--- src/rtl/adder_share_sched.sv ---
// adder_share_sched: time-shares one external combinational W-bit adder between
// two requesters issuing multi-precision additions (least-significant word first).
// A two-state FSM grants one requester round-robin, streams that requester's beats
// through the adder with a carry chained between words, and registers each result word.
//
// Ports
//   clk, rst_n               clock, synchronous active-low reset
//   req_valid/req_ready[1:0] per-requester beat handshake
//   req_a0/req_b0, req_a1/req_b1  operand words of requester 0 / 1
//   req_cin[1:0]             carry-in, used on the first beat of a transaction only
//   req_last[1:0]            final beat of a transaction
//   add_a/add_b/add_cin      operands driven to the shared adder
//   add_sum/add_cout         same-cycle result from the shared adder
//   rsp_valid/rsp_ready      result handshake
//   rsp_id/rsp_sum/rsp_cout/rsp_last  registered result word and its attributes
module adder_share_sched #(
  parameter int unsigned W         = 16,
  parameter int unsigned MAX_BEATS = 4
) (
  input  logic         clk,
  input  logic         rst_n,
  input  logic [1:0]   req_valid,
  output logic [1:0]   req_ready,
  input  logic [W-1:0] req_a0,
  input  logic [W-1:0] req_b0,
  input  logic [W-1:0] req_a1,
  input  logic [W-1:0] req_b1,
  input  logic [1:0]   req_cin,
  input  logic [1:0]   req_last,
  output logic [W-1:0] add_a,
  output logic [W-1:0] add_b,
  output logic         add_cin,
  input  logic [W-1:0] add_sum,
  input  logic         add_cout,
  output logic         rsp_valid,
  input  logic         rsp_ready,
  output logic         rsp_id,
  output logic [W-1:0] rsp_sum,
  output logic         rsp_cout,
  output logic         rsp_last
);

  // Beat counter wide enough for MAX_BEATS up to 15.
  localparam int unsigned CW = 4;

  typedef enum logic {
    IDLE = 1'b0,
    BUSY = 1'b1
  } state_t;

  state_t         state;
  state_t         state_nxt;
  logic           owner;
  logic           prio;
  logic           carry;
  logic [CW-1:0]  beat_cnt;

  logic           own_valid_c;
  logic           own_cin_c;
  logic           own_last_c;
  logic [W-1:0]   own_a_c;
  logic [W-1:0]   own_b_c;
  logic           rsp_free_c;
  logic           first_c;
  logic           end_c;
  logic           accept_c;
  logic           grant_c;
  logic           grant_id_c;

  // Owner-selected request view; the non-owner's inputs never reach the datapath.
  always_comb begin
    own_valid_c = owner ? req_valid[1] : req_valid[0];
    own_cin_c   = owner ? req_cin[1]   : req_cin[0];
    own_last_c  = owner ? req_last[1]  : req_last[0];
    own_a_c     = owner ? req_a1       : req_a0;
    own_b_c     = owner ? req_b1       : req_b0;
  end

  // Handshake and transaction-boundary terms.
  always_comb begin
    rsp_free_c = ~rsp_valid | rsp_ready;
    first_c    = (beat_cnt == '0);
    end_c      = own_last_c | (beat_cnt == CW'(MAX_BEATS - 1));
    accept_c   = (state == BUSY) & own_valid_c & rsp_free_c;
    grant_c    = (state == IDLE) & (|req_valid);
    // Both pending: prio holds the requester not served last; otherwise the lone one.
    grant_id_c = (req_valid[0] & req_valid[1]) ? prio : req_valid[1];
  end

  // FSM state register.
  always_ff @(posedge clk) begin
    if (!rst_n) begin
      state <= IDLE;
    end else begin
      state <= state_nxt;
    end
  end

  // FSM next-state logic.
  always_comb begin
    state_nxt = state;
    case (state)
      IDLE: if (|req_valid)        state_nxt = BUSY;
      BUSY: if (accept_c && end_c) state_nxt = IDLE;
    endcase
  end

  // FSM outputs: ready and adder operands are live only for the owner while BUSY.
  always_comb begin
    req_ready = '0;
    add_a     = '0;
    add_b     = '0;
    add_cin   = 1'b0;
    if (state == BUSY) begin
      req_ready[owner] = rsp_free_c;
      add_a            = own_a_c;
      add_b            = own_b_c;
      add_cin          = first_c ? own_cin_c : carry;
    end
  end

  // Ownership, arbitration pointer, carry chain and beat counting.
  always_ff @(posedge clk) begin
    if (!rst_n) begin
      owner    <= 1'b0;
      prio     <= 1'b0;
      carry    <= 1'b0;
      beat_cnt <= '0;
    end else begin
      if (grant_c) begin
        owner    <= grant_id_c;
        beat_cnt <= '0;
      end
      if (accept_c) begin
        carry <= add_cout;
        if (end_c) begin
          prio     <= ~owner;
          beat_cnt <= '0;
        end else begin
          beat_cnt <= beat_cnt + CW'(1);
        end
      end
    end
  end

  // Result register: loads on acceptance, drains on rsp_ready, otherwise holds.
  always_ff @(posedge clk) begin
    if (!rst_n) begin
      rsp_valid <= 1'b0;
      rsp_sum   <= '0;
      rsp_cout  <= 1'b0;
      rsp_id    <= 1'b0;
      rsp_last  <= 1'b0;
    end else if (accept_c) begin
      rsp_valid <= 1'b1;
      rsp_sum   <= add_sum;
      rsp_cout  <= add_cout;
      rsp_id    <= owner;
      rsp_last  <= end_c;
    end else if (rsp_ready) begin
      rsp_valid <= 1'b0;
    end
  end

endmodule

--- config.mk ---
export PLATFORM = sky130hd
export DESIGN_NAME = adder_share_sched
export DESIGN_NICKNAME = d
export VERILOG_FILES = /design/src/rtl/adder_share_sched.sv
export SDC_FILE = /design/constraint.sdc
export NUM_CORES = 1
export LEC_CHECK = 0
export CAP_MARGIN = 30
export CORE_MARGIN = 2
export CORE_UTILIZATION = 25
export DETAILED_ROUTE_END_ITERATION = 7
export PLACE_DENSITY_LB_ADDON = 0.12
export SYNTH_ARGS = -nofsm -noshare
export SYNTH_HDL_FRONTEND = slang
export SYNTH_SLANG_ARGS = --single-unit
--- constraint.sdc ---
create_clock -name clk -period 1.57 [get_ports clk]
set_input_delay 0.157 -clock clk [delete_from_list [all_inputs] [get_ports clk]]
set_output_delay 0.157 -clock clk [all_outputs]
set_load 0.05 [all_outputs]
==> impl_metrics.toml, run 1 <==
[final_layout]
multiInputGateArea_mm2 = 0.00114
drive_above_1_share_pct = 37.3
final_common_cell = "clkdlybuf4s50_1"
regArea_um2 = 549
nFillCells = 526
n_antenna_cell = 0
layout.nets = 460
area_growth_pct = 140
layout_common_cells = "clkdlybuf4s50_1, nand2_1, buf_4, buf_12"
finalInstanceArea_mm2 = 0.00381
post-route-util_pct = 61.0

[cts]
cts_tree = "built"
worstSkewPairLatency_ns = 0.27
clock_path_buffers = 2
htreeDepth = 1
cts_buffers = 3
cts_root_buf = "clkbuf_8"
ctsHoldBuffers = 0
path_clk_slew_ns = 0.09
cts.sinks = 27

[synth]
yosysWarnings = 0
syn_area_per_cell_um2 = 7.62
post-synth-top-area-fraction_pct = 34.1
ys_types = 28
ys.flop_type = "dfxtp_1"
synth_seq_cells = 27
syn-num-nets = 300
synthTopCellsByArea = "dfxtp_1, mux2i_1, nand2_1"
synth_edf_count = 0
syn_inst = 208
synth-async-reset-ratio_pct = 0
syn_area_mm2 = 0.00159
yosysSeqAreaShare_pct = 34.1
synth.largest_area_cell = "dfxtp_1"

[sta]
tightest_slew_ns = 0.330
slew_violations = 0
fin_worst_skew_ns = 0.00490
period_needed_ns = 1.55
setup_viol = 0
max_slew_margin_pct = 77.9
hold_viol = 0
rsz0062_at_grt = "yes"
finalCritPeriodShare_pct = 98.8
fmax_mhz = 644
fin_tns_setup_ns = 0
fin_ws_ns = 0.0181

[floorplan]
pin_count = 145
start_util_pct = 25.4
chipHeight_um = 83.6
dieArea_mm2 = 0.00699
die_w_um = 83.6
rows = 29
core_mm2 = 0.00624

[placed_design]
gp_congestion = 0.798
port_buffers = 144
placedInstanceArea_mm2 = 0.00349
hpwl_um = 5300
place_ws_ns = -0.110

[global_routing]
grt_pass1_wl_um = 10800
grt_max_degree = 19
first_global_vias = 2017
antenna_found_initial = 0
gr-usage-all-layers_pct = 18.9
grt_overflow = 0

[job]
cap_violations = 0

[routing]
routed_via_density = 4.58
drtIter0Drc = 42
num_vias = 2033
wl_per_cell_um = 15.0
drt_wl_total_um = 6640
drtPass1Iterations = 4
drc = 0
final_antenna_net_count = 0

[setup_path]
crit_type = "register to output port"
required_ns = 1.41
cp.arrival_ns = 1.39
endpoint_kind = "output port"
critical_path.max_fanout = 11
start_kind = "register"

[pwr]
p_leak_uw = 0.00147
peakVddDrop_mv = 0.626
total_power_uw = 2460
power_density_mw_per_mm2 = 647

[run_status]
status = "finished clean"

[worst_hold_path]
min_path_type = "input port to register"
==> metrics by stage <==
stage,instances,hold slack [ns]
final,444,0.424
after floorplan,208,0.293
after CTS,444,0.417
after global placement,432,0.446
after global routing,444,0.441
after detailed placement,432,0.448
==> area by class of cell <==
class	instances	share of cell area, %
Tap cell	77	2.53
Inverter	5	0.559
Multi-Input combinational cell	162	29.9
Clock buffer	3	1.08
Sequential cell	27	14.4
Clock inverter	1	0.131
Timing Repair Buffer	169	51.4
==> report_power, final <==
part	switching [µW]	total, µW	internal [µW]
clock	214	392	178
combinational	662	1330	667
sequential	23.8	743	719
==> registers in the layout, summed over array words and instances (netlist names) <==
register and cells:
beat_cnt 4, owner 1, prio 1, rsp_cout 1
rsp_id 1, rsp_last 1, rsp_sum 16, rsp_valid 1
state 1
==> cells in the mapped netlist (all sizes together) (2+ instances only) <==
cell and number:
a32oi 2, ha 2, nand3 4, a21oi 24, buf 9, clkbuf 5
o21ai 3, and3 2, dfxtp 27, nand2 41, nor2 39, inv 4
mux2i 35
==> per-layer routing <==
metal	vias to the layer above	global-route usage, %	part of all wire [%]
met5	-	0	0
met4	0	4.69	1.1
met3	6	3.26	6.8
met2	94	32.7	48
met1	911	24.5	44
li1	1022	-	-
==> critical path: stages, from the launching register on <==
cell	delay (ns)
dfxtp_4	0.38
bufbuf_16	0.29
mux2i_2	0.23
nor2_2	0.07
buf_12	0.15
==> path summary, 6_finish.rpt <==
path	start	to	slack, ns	depth (start not counted)
max	owner	add_a[11]	0.02	4
min	add_sum[11]	rsp_sum[11]	0.42	3
max reg2reg	owner	state	0.09	6
min reg2reg	rsp_sum[1]	rsp_sum[1]	0.46	2
==> logic make-up after synthesis <==
logic type | Yosys count | share of synthesized area, %
fa+ha+maj | 2 | 1.58
compound gates | 35 | 12.9
buf+inv | 19 | 6.23
mux | 36 | 23.0
flops | 27 | 34.1
simple gates | 89 | 22.2
==> repair_timing <==
action	CTS	global route
gates resized for setup	14	30
setup endpoints to repair	29	47
buffers inserted	7	0
pin swaps	2	2
cloned	1	0
Power figures use the tool's default switching activity.
==> inputs of run 2 (changes only) <==
--- a/config.mk
+++ b/config.mk
@@ -6,7 +6,6 @@
 export NUM_CORES = 1
 export LEC_CHECK = 0
 export CAP_MARGIN = 30
-export CORE_MARGIN = 2
 export CORE_UTILIZATION = 25
 export DETAILED_ROUTE_END_ITERATION = 7
 export PLACE_DENSITY_LB_ADDON = 0.12
==> run 2 against run 1 <==
Net effect:
- power down 6.4%
- combinational power down 12%
- clock skew about the same
- sequential power about the same
- critical path type unchanged
==> impl_metrics.toml, run 2 (synthesized netlist as in run 1, its figures left out) <==
[run_status]
status = "finished clean"

[job]
cap_violations = 0

[setup_path]
start_kind = "register"
required_ns = 1.41
slowest_delay_ns = 0.44
endpoint_kind = "output port"
r2r_cells = 5
cp.arrival_ns = 1.41
cp.buffers_inverters = 2
cp_top_family = "flip-flops"
path_cells = "buf_12, mux2i_2, nor2_2, buf_12"
critical_path.max_fanout = 18
crit_path_frequent_cell = "buf_12"
timing.reg2reg.setup_slack_ns = 0.09
timing.rr.start = "owner"
crit_type = "register to output port"
crit_slowest_cell = "dfxtp_4"
r2r_end = "rsp_sum[12]"

[cts]
path_clk_slew_ns = 0.09
cts_tree = "built"
cts_root_buf = "clkbuf_8"
worstSkewPairLatency_ns = 0.27
htreeDepth = 1
cts.sinks = 27
clock_path_buffers = 2
cts_buffers = 3
ctsHoldBuffers = 0

[sta]
period_needed_ns = 1.57
setup_viol = 0
fmax_mhz = 638
tightest_slew_ns = 0.317
slew_violations = 0
fin_ws_ns = 0.00303
rsz0062_at_grt = "yes"
fin_worst_skew_ns = 0.00482
finalCritPeriodShare_pct = 99.8
hold_viol = 0
max_slew_margin_pct = 78.8

[routing]
routed_via_density = 4.53
drtPass1Iterations = 4
drt_wl_total_um = 5840
drtIter0Drc = 44
drc = 0
final_antenna_net_count = 0
num_vias = 1968
wl_per_cell_um = 13.5

[final_layout]
post-route-util_pct = 57.8
top_regs = "rsp_sum x16, beat_cnt x4"
drive_above_1_share_pct = 34.3
max_flop_register = "rsp_sum"
layout_common_cells = "clkdlybuf4s50_1, buf_4, nand2_1, mux2i_1, nor2_2"
area_growth_pct = 120
final_common_cell = "clkdlybuf4s50_1"
n_antenna_cell = 0
layout.nets = 452
nFillCells = 542
largest_register_ffs = 16

[floorplan]
start_util_pct = 26.3
die_w_um = 81.6
rows = 28
core_mm2 = 0.00603
chipHeight_um = 81.6
dieArea_mm2 = 0.00666
pin_count = 145

[global_routing]
grt_pass1_wl_um = 8350
antenna_found_initial = 0
first_global_vias = 1660
grt_max_degree = 34
grt_overflow = 0
gr-usage-all-layers_pct = 16.3

[pwr]
p_leak_uw = 0.00136
peakVddDrop_mv = 0.484
power_density_mw_per_mm2 = 661

[placed_design]
port_buffers = 144
place_ws_ns = -0.103
hpwl_um = 4700
gp_congestion = 0.787

[worst_hold_path]
min_path_type = "input port to register"
hp-start = "add_sum[3]"
hold_depth = 3
min_to = "rsp_sum[3]"
run 2: cell types whose count changed in the layout (fill, tap and decap cells not counted), sizes merged:
cell / delta
clkbuf: +2
bufbuf: -1
buf: -9
run 2: worst max path at each step:
stage                 startpoint     endpoint  slack [ns]  depth (start not counted)
floorplan                  owner      add_cin       -0.13                          3
global placement    req_valid[0]  rsp_sum[10]       -0.05                          6
detailed placement  req_valid[0]  rsp_sum[12]       -0.10                          6
CTS                        owner     add_a[1]        0.01                          4
global route               owner      add_cin       -0.07                          3
finish                     owner    add_a[14]       0.003                          4
run 2: metrics by stage:
stage | instance area [µm²] | hold WS [ns] | total power [µW] | cells | setup TNS, ns
2_1_floorplan | 1660 | 0.293 | 1360 | 208 | -0.248
4_1_cts | 3360 | 0.419 | 2280 | 432 | 0
3_5_place_dp | 3260 | 0.451 | 1880 | 426 | -1.29
3_3_place_gp | 3260 | 0.445 | 1880 | 426 | -0.733
6_report | 3490 | 0.421 | 2310 | 434 | 0
5_1_grt | 3490 | 0.429 | 2420 | 434 | -0.430
run 2: tightest hold or removal path, cell delays in order:
cell,delay [ns]
clkdlybuf4s50_1,0.39
nand2_1,0.05
a21oi_1,0.05
run 2: per-layer routing:
metal | vias up | track usage (%) | share of wire (%)
met4 | 0 | 4.04 | 1.1
li1 | 1001 | - | -
met1 | 885 | 18.1 | 38
met3 | 6 | 4.33 | 10
met5 | - | 0 | 0
met2 | 76 | 30.6 | 51
run 2: report_power, final:
part	leakage [µW]	internal (µW)	switching (µW)	total, µW
clock	0.0000255	178	213	390
combinational	0.00111	554	615	1170
sequential	0.000222	719	26.8	746
total	0.00136	1450	855	2310
run 2: layout make-up:
class	instances	area, µm²	share of cell area [%]
clock buffers	3	41.3	1.18
clock inverters	1	5.00	0.144
inverters	5	18.8	0.538
multi-input cells	162	1070	30.8
flip-flops and latches	27	549	15.8
well taps	75	93.8	2.69
repair buffers	161	1710	48.9
run 2: timing repair:
action                     CTS  global route
pin swaps                    2             2
buffers inserted             2             1
cloned                       0             1
gates resized for setup     11            23
setup endpoints to repair   34            20
==> inputs of run 3 (changes only) <==
--- a/config.mk
+++ b/config.mk
@@ -6,6 +6,7 @@
 export NUM_CORES = 1
 export LEC_CHECK = 0
 export CAP_MARGIN = 30
+export CORE_MARGIN = 2
 export CORE_UTILIZATION = 25
 export DETAILED_ROUTE_END_ITERATION = 7
 export PLACE_DENSITY_LB_ADDON = 0.12
==> results of run 3 <==
Same layout as run 1: the final DEF is identical, and so are final timing and power.
